File: src/rtl/apb_spi_csr_pkg.sv
// Shared register map, field indices and FSM state type
// for the APB SPI register front end.
package apb_spi_pkg;

  localparam int ADDR_DATA   = 0;
  localparam int ADDR_STATUS = 1;
  localparam int ADDR_CTRL   = 2;
  localparam int ADDR_CLKDIV = 3;
  localparam int ADDR_LEVEL  = 4;

  localparam int CTRL_EN     = 0;
  localparam int CTRL_CPOL   = 1;
  localparam int CTRL_CPHA   = 2;
  localparam int CTRL_LSB    = 3;
  localparam int CTRL_IE_RX  = 4;
  localparam int CTRL_IE_TX  = 5;
  localparam int CTRL_IE_OVF = 6;
  localparam int CTRL_W      = 7;

  localparam int ST_TX_FULL  = 0;
  localparam int ST_TX_EMPTY = 1;
  localparam int ST_RX_FULL  = 2;
  localparam int ST_RX_EMPTY = 3;
  localparam int ST_RX_OVF   = 4;
  localparam int ST_BUSY     = 5;

  typedef enum logic [1:0] {
    IDLE,
    ACCESS,
    WAIT
  } apb_state_e;

  function automatic logic [3:0] sat4(input int n);
    return (n > 15) ? 4'hF : n[3:0];
  endfunction

endpackage

File: src/rtl/apb_spi_csr_fifo.sv
// First-word fall-through FIFO; a full FIFO still accepts
// a push when a pop happens on the same edge.
module sync_fifo #(
  parameter int WIDTH = 8,
  parameter int DEPTH = 8
) (
  input  logic                     i_clk,
  input  logic                     i_rst,
  input  logic                     i_push,
  input  logic [WIDTH-1:0]         i_din,
  input  logic                     i_pop,
  output logic [WIDTH-1:0]         o_dout,
  output logic                     o_full,
  output logic                     o_empty,
  output logic [$clog2(DEPTH):0]   o_count
);
  localparam int AW = $clog2(DEPTH);

  logic [WIDTH-1:0] r_mem [DEPTH];
  logic [AW-1:0]    r_wr;
  logic [AW-1:0]    r_rd;
  logic [AW:0]      r_cnt;
  logic             w_pop;
  logic             w_push;

  assign o_empty = (r_cnt == '0);
  assign o_full  = (r_cnt == (AW+1)'(DEPTH));
  assign o_count = r_cnt;
  assign o_dout  = r_mem[r_rd];
  assign w_pop   = i_pop & ~o_empty;
  assign w_push  = i_push & (~o_full | w_pop);

  always_ff @(posedge i_clk or posedge i_rst) begin
    if (i_rst) begin
      r_wr  <= '0;
      r_rd  <= '0;
      r_cnt <= '0;
    end else begin
      if (w_push) r_wr <= r_wr + AW'(1);
      if (w_pop)  r_rd <= r_rd + AW'(1);
      if (w_push && !w_pop)
        r_cnt <= r_cnt + (AW+1)'(1);
      else if (!w_push && w_pop)
        r_cnt <= r_cnt - (AW+1)'(1);
    end
  end

  always_ff @(posedge i_clk) begin
    if (w_push) r_mem[r_wr] <= i_din;
  end

endmodule

File: src/rtl/apb_spi_csr.sv
// APB register front end for the SPI engine. Owns the TX/RX
// FIFOs and stretches DATA accesses on FIFO back-pressure.
module apb_spi_csr
  import apb_spi_pkg::*;
#(
  parameter int AWIDTH       = 4,
  parameter int DWIDTH       = 8,
  parameter int TX_DEPTH     = 8,
  parameter int RX_DEPTH     = 8,
  parameter int WAIT_TIMEOUT = 16
) (
  input  logic              PCLK,
  input  logic              PRESET,
  input  logic              PSEL,
  input  logic              PENABLE,
  input  logic              PWRITE,
  input  logic [AWIDTH-1:0] PADDR,
  input  logic [DWIDTH-1:0] PWDATA,
  output logic [DWIDTH-1:0] PRDATA,
  output logic              PREADY,
  output logic              PSLVERR,
  output logic [DWIDTH-1:0] tx_data,
  output logic              tx_valid,
  input  logic              tx_ready,
  input  logic [DWIDTH-1:0] rx_data,
  input  logic              rx_valid,
  input  logic              busy,
  output logic              ctrl_en,
  output logic              ctrl_cpol,
  output logic              ctrl_cpha,
  output logic              ctrl_lsb,
  output logic [DWIDTH-1:0] clk_div,
  output logic              irq
);
  localparam int TCW = $clog2(TX_DEPTH) + 1;
  localparam int RCW = $clog2(RX_DEPTH) + 1;
  localparam int WCW = (WAIT_TIMEOUT > 0) ?
                       $clog2(WAIT_TIMEOUT + 1) : 1;

  apb_state_e        r_state;
  logic [WCW-1:0]    r_wait_cnt;
  logic [CTRL_W-1:0] r_ctrl;
  logic [DWIDTH-1:0] r_clkdiv;
  logic              r_ovf;
  logic              r_irq;

  logic              w_tx_full, w_tx_empty;
  logic              w_rx_full, w_rx_empty;
  logic [TCW-1:0]    w_tx_cnt;
  logic [RCW-1:0]    w_rx_cnt;
  logic [DWIDTH-1:0] w_rx_head, w_rdata;
  logic [5:0]        w_status;
  logic [7:0]        w_level;
  logic              w_acc, w_bad;
  logic              w_sel_data, w_sel_status, w_sel_ctrl;
  logic              w_sel_clkdiv, w_sel_level;
  logic              w_tx_pop, w_tx_push, w_rx_pop;
  logic              w_blocked, w_tmo, w_done;
  logic              w_err, w_fire, w_wfire;

  assign w_acc        = PSEL & PENABLE;
  assign w_sel_data   = (PADDR == AWIDTH'(ADDR_DATA));
  assign w_sel_status = (PADDR == AWIDTH'(ADDR_STATUS));
  assign w_sel_ctrl   = (PADDR == AWIDTH'(ADDR_CTRL));
  assign w_sel_clkdiv = (PADDR == AWIDTH'(ADDR_CLKDIV));
  assign w_sel_level  = (PADDR == AWIDTH'(ADDR_LEVEL));
  assign w_bad        = (PADDR > AWIDTH'(ADDR_LEVEL));

  // A TX pop on the same edge frees room, so it unblocks a write.
  assign w_tx_pop  = tx_ready & ~w_tx_empty;
  assign w_blocked = w_sel_data &
                     (PWRITE ? (w_tx_full & ~w_tx_pop)
                             : w_rx_empty);
  assign w_tmo     = (r_wait_cnt == WCW'(WAIT_TIMEOUT));
  assign w_done    = ~w_blocked | w_tmo;

  assign PREADY  = w_acc & w_done & ~PRESET;
  assign w_err   = w_blocked | w_bad | (PWRITE & w_sel_level);
  assign PSLVERR = PREADY & w_err;
  assign w_fire  = PREADY & ~w_err;
  assign w_wfire = w_fire & PWRITE;
  assign PRDATA  = (w_fire & ~PWRITE) ? w_rdata : '0;

  assign w_tx_push = w_wfire & w_sel_data;
  assign w_rx_pop  = w_fire & ~PWRITE & w_sel_data;

  sync_fifo #(.WIDTH(DWIDTH), .DEPTH(TX_DEPTH)) u_tx (
    .i_clk   (PCLK),
    .i_rst   (PRESET),
    .i_push  (w_tx_push),
    .i_din   (PWDATA),
    .i_pop   (tx_ready),
    .o_dout  (tx_data),
    .o_full  (w_tx_full),
    .o_empty (w_tx_empty),
    .o_count (w_tx_cnt)
  );

  sync_fifo #(.WIDTH(DWIDTH), .DEPTH(RX_DEPTH)) u_rx (
    .i_clk   (PCLK),
    .i_rst   (PRESET),
    .i_push  (rx_valid),
    .i_din   (rx_data),
    .i_pop   (w_rx_pop),
    .o_dout  (w_rx_head),
    .o_full  (w_rx_full),
    .o_empty (w_rx_empty),
    .o_count (w_rx_cnt)
  );

  assign w_status = {busy, r_ovf, w_rx_empty,
                     w_rx_full, w_tx_empty, w_tx_full};
  assign w_level  = {sat4(int'(w_rx_cnt)),
                     sat4(int'(w_tx_cnt))};

  always_comb begin
    w_rdata = '0;
    unique case (1'b1)
      w_sel_data:   w_rdata = w_rx_head;
      w_sel_status: w_rdata = DWIDTH'(w_status);
      w_sel_ctrl:   w_rdata = DWIDTH'(r_ctrl);
      w_sel_clkdiv: w_rdata = r_clkdiv;
      w_sel_level:  w_rdata = DWIDTH'(w_level);
      default:      w_rdata = '0;
    endcase
  end

  always_ff @(posedge PCLK or posedge PRESET) begin
    if (PRESET) begin
      r_state    <= IDLE;
      r_wait_cnt <= '0;
      r_ctrl     <= '0;
      r_clkdiv   <= '0;
      r_ovf      <= 1'b0;
      r_irq      <= 1'b0;
    end else begin
      case (r_state)
        IDLE:
          if (PSEL && !PENABLE) r_state <= ACCESS;
          else if (w_acc && !w_done) r_state <= WAIT;
        ACCESS:
          if (w_acc) r_state <= w_done ? IDLE : WAIT;
          else if (!PSEL) r_state <= IDLE;
        WAIT:
          if (!w_acc || w_done) r_state <= IDLE;
        default: r_state <= IDLE;
      endcase
      r_wait_cnt <= (w_acc && !w_done) ?
                    r_wait_cnt + WCW'(1) : '0;
      if (w_wfire && w_sel_ctrl)
        r_ctrl <= PWDATA[CTRL_W-1:0];
      if (w_wfire && w_sel_clkdiv)
        r_clkdiv <= PWDATA;
      // A drop on the clearing edge keeps the flag set.
      if (rx_valid && w_rx_full && !w_rx_pop)
        r_ovf <= 1'b1;
      else if (w_wfire && w_sel_status && PWDATA[ST_RX_OVF])
        r_ovf <= 1'b0;
      r_irq <= (r_ctrl[CTRL_IE_RX] & ~w_rx_empty) |
               (r_ctrl[CTRL_IE_TX] & w_tx_empty) |
               (r_ctrl[CTRL_IE_OVF] & r_ovf);
    end
  end

  assign tx_valid  = ~w_tx_empty;
  assign ctrl_en   = r_ctrl[CTRL_EN];
  assign ctrl_cpol = r_ctrl[CTRL_CPOL];
  assign ctrl_cpha = r_ctrl[CTRL_CPHA];
  assign ctrl_lsb  = r_ctrl[CTRL_LSB];
  assign clk_div   = r_clkdiv;
  assign irq       = r_irq;

endmodule

File: config.mk
export PLATFORM = sky130hd
export DESIGN_NAME = apb_spi_csr
export DESIGN_NICKNAME = d
export VERILOG_FILES = /design/src/rtl/apb_spi_csr_pkg.sv /design/src/rtl/apb_spi_csr_fifo.sv /design/src/rtl/apb_spi_csr.sv
export SDC_FILE = /design/constraint.sdc
export NUM_CORES = 1
export LEC_CHECK = 0
export BUFFER_PORTS_ARGS = -buffer_cell sky130_fd_sc_hd__buf_2
export CAP_MARGIN = 20
export CORE_ASPECT_RATIO = 1.75
export CORE_MARGIN = 1.5
export CORE_UTILIZATION = 30
export CTS_BUF_LIST = sky130_fd_sc_hd__clkbuf_4 sky130_fd_sc_hd__clkbuf_8 sky130_fd_sc_hd__clkbuf_16
export DETAILED_ROUTE_END_ITERATION = 10
export PLACE_DENSITY = 0.46
export SLEW_MARGIN = 20
export SYNTH_ARGS = -nofsm -noshare
export SYNTH_HDL_FRONTEND = slang
export SYNTH_SLANG_ARGS = --single-unit
File: constraint.sdc
create_clock -name PCLK -period 3.1 [get_ports PCLK]
set_input_delay 0.465 -clock PCLK [delete_from_list [all_inputs] [get_ports PCLK]]
set_output_delay 0.465 -clock PCLK [all_outputs]
set_load 0.05 [all_outputs]
==> impl_metrics.py <==
metrics = {
    "status": {
        "status": "completed",
    },
    "setup_path": {
        "path_delay_family": "simple AND/OR/NAND/NOR gates",
        "crit_fanout": 8,
        "r2r_cells": 9,
        "crit_path_end_kind": "primary output",
        "path_depth": 6,
        "cpMostUsedCell": "or4_1",
        "crit_path_start_kind": "flop",
        "crit_path_end": "PRDATA[2]",
        "critPathKind": "reg2out",
        "crit_path_max_incr_delay_ns": 0.57,
        "worst_r2r_startpoint": "u_tx.o_count[1]$_DFFE_PP0P_",
        "r2r_end": "u_tx.o_count[3]$_DFFE_PP0P_",
        "crit_chain": "or4_1 -> buf_4 -> or4_1 -> nand3_4 -> a31oi_1 -> buf_2",
        "r2r_slack_ns": 0.25,
        "crit_buf_inv": 2,
        "critPathLaunch": "u_rx.o_count[0]$_DFFE_PP0P_",
        "cp.arrival_ns": 2.57,
        "critPathSlowestCell": "or4_1",
        "crit_required_ns": 2.63,
    },
    "timing": {
        "setup-tns-final_ns": 0,
        "hold_viol": 0,
        "fin_crit_sh_pct": 97.95,
        "skew_ns": 0.01076,
        "fmax_mhz": 329.3,
        "drv_slew": 0,
        "max_slew_margin_pct": 36.81,
        "setup_viol": 0,
        "tightest_slew_ns": 0.9464,
        "min_period_ns": 3.037,
    },
    "pwr": {
        "leakagePower_nw": 3.246,
        "p_per_area_nw_per_um2": 772.7,
        "sw_frac_of_total_pct": 32.75,
        "power_frac_seq_pct": 43.4,
        "power.share.clock_pct": 30.0,
        "finalPower_mw": 6.884,
        "p_int_mw": 4.629,
        "power.switching_mw": 2.254,
        "irDropWorstVdd_mv": 0.3512,
        "pwr-share-comb_pct": 26.6,
    },
    "layout": {
        "layout.nets": 610,
        "drive_gt1_share_pct": 32.36,
        "n_antenna_cell": 0,
        "layout_commonest_cell": "edfxtp_1",
        "final_cell_mix": "128 x edfxtp_1, 56 x buf_2, 40 x dfrtp_1, 40 x buf_4, 24 x mux2_2",
        "utilization_pct": 36.45,
        "fillCellCount": 2304,
        "area_growth_pct": 19.93,
    },
    "cts": {
        "root_buffer": "clkbuf_16",
        "cts_setup_buffers": 0,
        "hold_buffers": 0,
        "clock_path_buffers": 2,
        "h-tree-depth": 4,
        "numCtsBuffers": 17,
        "cts_sinks": 170,
        "clk_pin_slew_worst_paths_ns": 0.06,
        "cts_tree": "done",
        "clk_latency_ns": 0.43,
    },
    "synth": {
        "avgSynthCellArea_um2": 15.64,
        "yosys_register_bits": 170,
        "synth_cell_types": 55,
        "syn_inst": 475,
        "synth_nets": 517,
        "ys_async_sr_fraction_pct": 24.71,
        "synth_ff_type": "edfxtp_1",
        "syn_area_um2": 7428,
        "synth_edf_count": 128,
        "yosys_warnings": 0,
        "seq_area_frac_synth_pct": 65.89,
    },
    "global_route": {
        "grt_max_degree": 43,
        "grt_pass1_vias": 4630,
        "grtUsageTotal_pct": 14.71,
        "grt-ovfl-total": 0,
        "grt_first_pass_wirelength_mm": 27.31,
        "antenna_found_initial": 0,
    },
    "route": {
        "via_per_inst": 4.891,
        "drt-pass1-iter-count": 6,
        "drcViolationCount": 0,
        "ant_nets": 0,
        "wl_per_cell_um": 20.07,
        "drt_iter0_drc": 263,
        "wirelength_mm": 17.92,
        "route.vias.total": 4368,
    },
    "placed_design": {
        "place_congestion": 0.7903,
        "dp_hpwl_mm": 13.32,
        "io_buffers": 59,
    },
    "floorplanning": {
        "die_area_um2": 25750,
        "start_util_pct": 30.40,
        "die-width_um": 122.0,
        "rows": 76,
        "core_um2": 24440,
        "fp.dieH_um": 211.2,
        "ios": 60,
    },
    "run": {
        "maxCapViolCount": 0,
    },
    "hold_path": {
        "hold_class": "in2async",
    },
}
==> worst min-delay path by stage <==
stage	start	endpoint	slack, ns
finish	PRESET	r_wait_cnt[3]$_DFF_PP0_	0.27
global route	rx_data[2]	u_rx.r_mem[7][2]$_DFFE_PP_	0.29
CTS	rx_data[1]	u_rx.r_mem[2][1]$_DFFE_PP_	0.28
detailed placement	u_tx.r_rd[0]$_DFFE_PP0P_	u_tx.r_rd[0]$_DFFE_PP0P_	0.46
global placement	u_tx.r_rd[0]$_DFFE_PP0P_	u_tx.r_rd[0]$_DFFE_PP0P_	0.46
floorplan	r_wait_cnt[0]$_DFF_PP0_	r_wait_cnt[0]$_DFF_PP0_	0.45
==> synthesized netlist by cell type (all sizes together) (2+ instances only) <==
master,n,area (um2)
edfxtp,128,3844
dfrtp,42,1051
mux2,32,364.1
nand2,24,92.59
mux4,23,518.0
nor2,20,75.07
nor3,18,95.09
inv,17,63.81
mux2i,17,170.2
o21ai,15,75.07
buf,13,70.07
ha,12,150.1
xnor2,12,105.1
nand3,11,60.06
clkbuf,10,37.54
a21oi,7,35.03
a22o,7,61.31
a221oi,6,52.55
nand2b,5,31.28
nor4,5,31.28
a22oi,4,30.03
a31oi,4,25.02
or4,4,30.03
a21o,3,22.52
nand3b,3,22.52
nor2b,3,18.77
o31ai,3,36.28
xor2,3,26.28
a2111oi,2,17.52
a211oi,2,15.01
a311oi,2,17.52
fa,2,40.04
nor3b,2,20.02
o2111ai,2,17.52
o211ai,2,20.02
or4b,2,20.02
==> sequential cells by signal, indices dropped and copies added (netlist names) <==
name          cells
u_tx.r_mem       64
irq               1
u_rx.r_rd         3
u_rx.o_count      4
u_rx.r_mem       64
r_ovf             1
u_tx.r_rd         3
clk_div           8
u_tx.r_wr         3
r_wait_cnt        5
u_tx.o_count      4
r_ctrl            7
u_rx.r_wr         3
==> cell type report <==
cell class	count	area, um2	area share [%]
repair buffers	97	600.6	6.742
inverters	17	63.81	0.7163
clock buffers	19	440.4	4.944
clock inverters	13	133.9	1.503
flip-flops and latches	170	4897	54.97
well taps	312	390.4	4.382
multi-input cells	265	2382	26.74
==> per-layer routing <==
metal,up-vias,GRT usage [%],share of wire (%)
li1,2032,-,-
met1,2219,16.56,40
met2,97,26.99,55
met3,20,3.132,3.8
met4,0,5.071,1.9
met5,-,0,0
==> through the flow <==
| step | cells | worst slack (ns) | hold slack (ns) | instance area, um2 |
|---|---|---|---|---|
| after global routing | 893 | -0.005084 | 0.2913 | 8909 |
| after CTS | 893 | 0.002570 | 0.2802 | 8885 |
| after detailed placement | 861 | -0.06783 | 0.4645 | 8310 |
| final | 893 | 0.06345 | 0.2711 | 8909 |
| after global placement | 861 | 0.08188 | 0.4610 | 8310 |
| after floorplan | 475 | 0.06633 | 0.4546 | 7428 |
==> cell families (layout without fill, tap and decap cells) <==
| family | count (synthesis) | count (layout) | share of synthesized area [%] |
|---|---|---|---|
| fa+ha+maj | 14 | 14 | 2.560 |
| mux | 72 | 72 | 14.17 |
| simple gates | 102 | 102 | 7.243 |
| buf+inv | 40 | 146 | 2.308 |
| xor+xnor | 15 | 15 | 1.769 |
| flops | 170 | 170 | 65.89 |
| compound gates | 62 | 62 | 6.064 |
==> repair_timing <==
| action | in CTS | in global routing |
|---|---|---|
| resized for setup | 0 | 10 |
| endpoints found under the setup margin | 0 | 9 |
| endpoints found under the hold margin | 0 | 0 |
==> power by group through the flow <==
stage | Sequential, mW | Combinational, mW | Clock, mW
5_1_grt | 3.02 | 1.98 | 2.20
4_1_cts | 2.99 | 1.87 | 2.12
3_3_place_gp | 3.02 | 1.81 | 0
3_5_place_dp | 3.03 | 1.86 | 0
6_report | 2.99 | 1.83 | 2.06
2_1_floorplan | 2.95 | 1.35 | 0
Power figures use the tool's default switching activity.
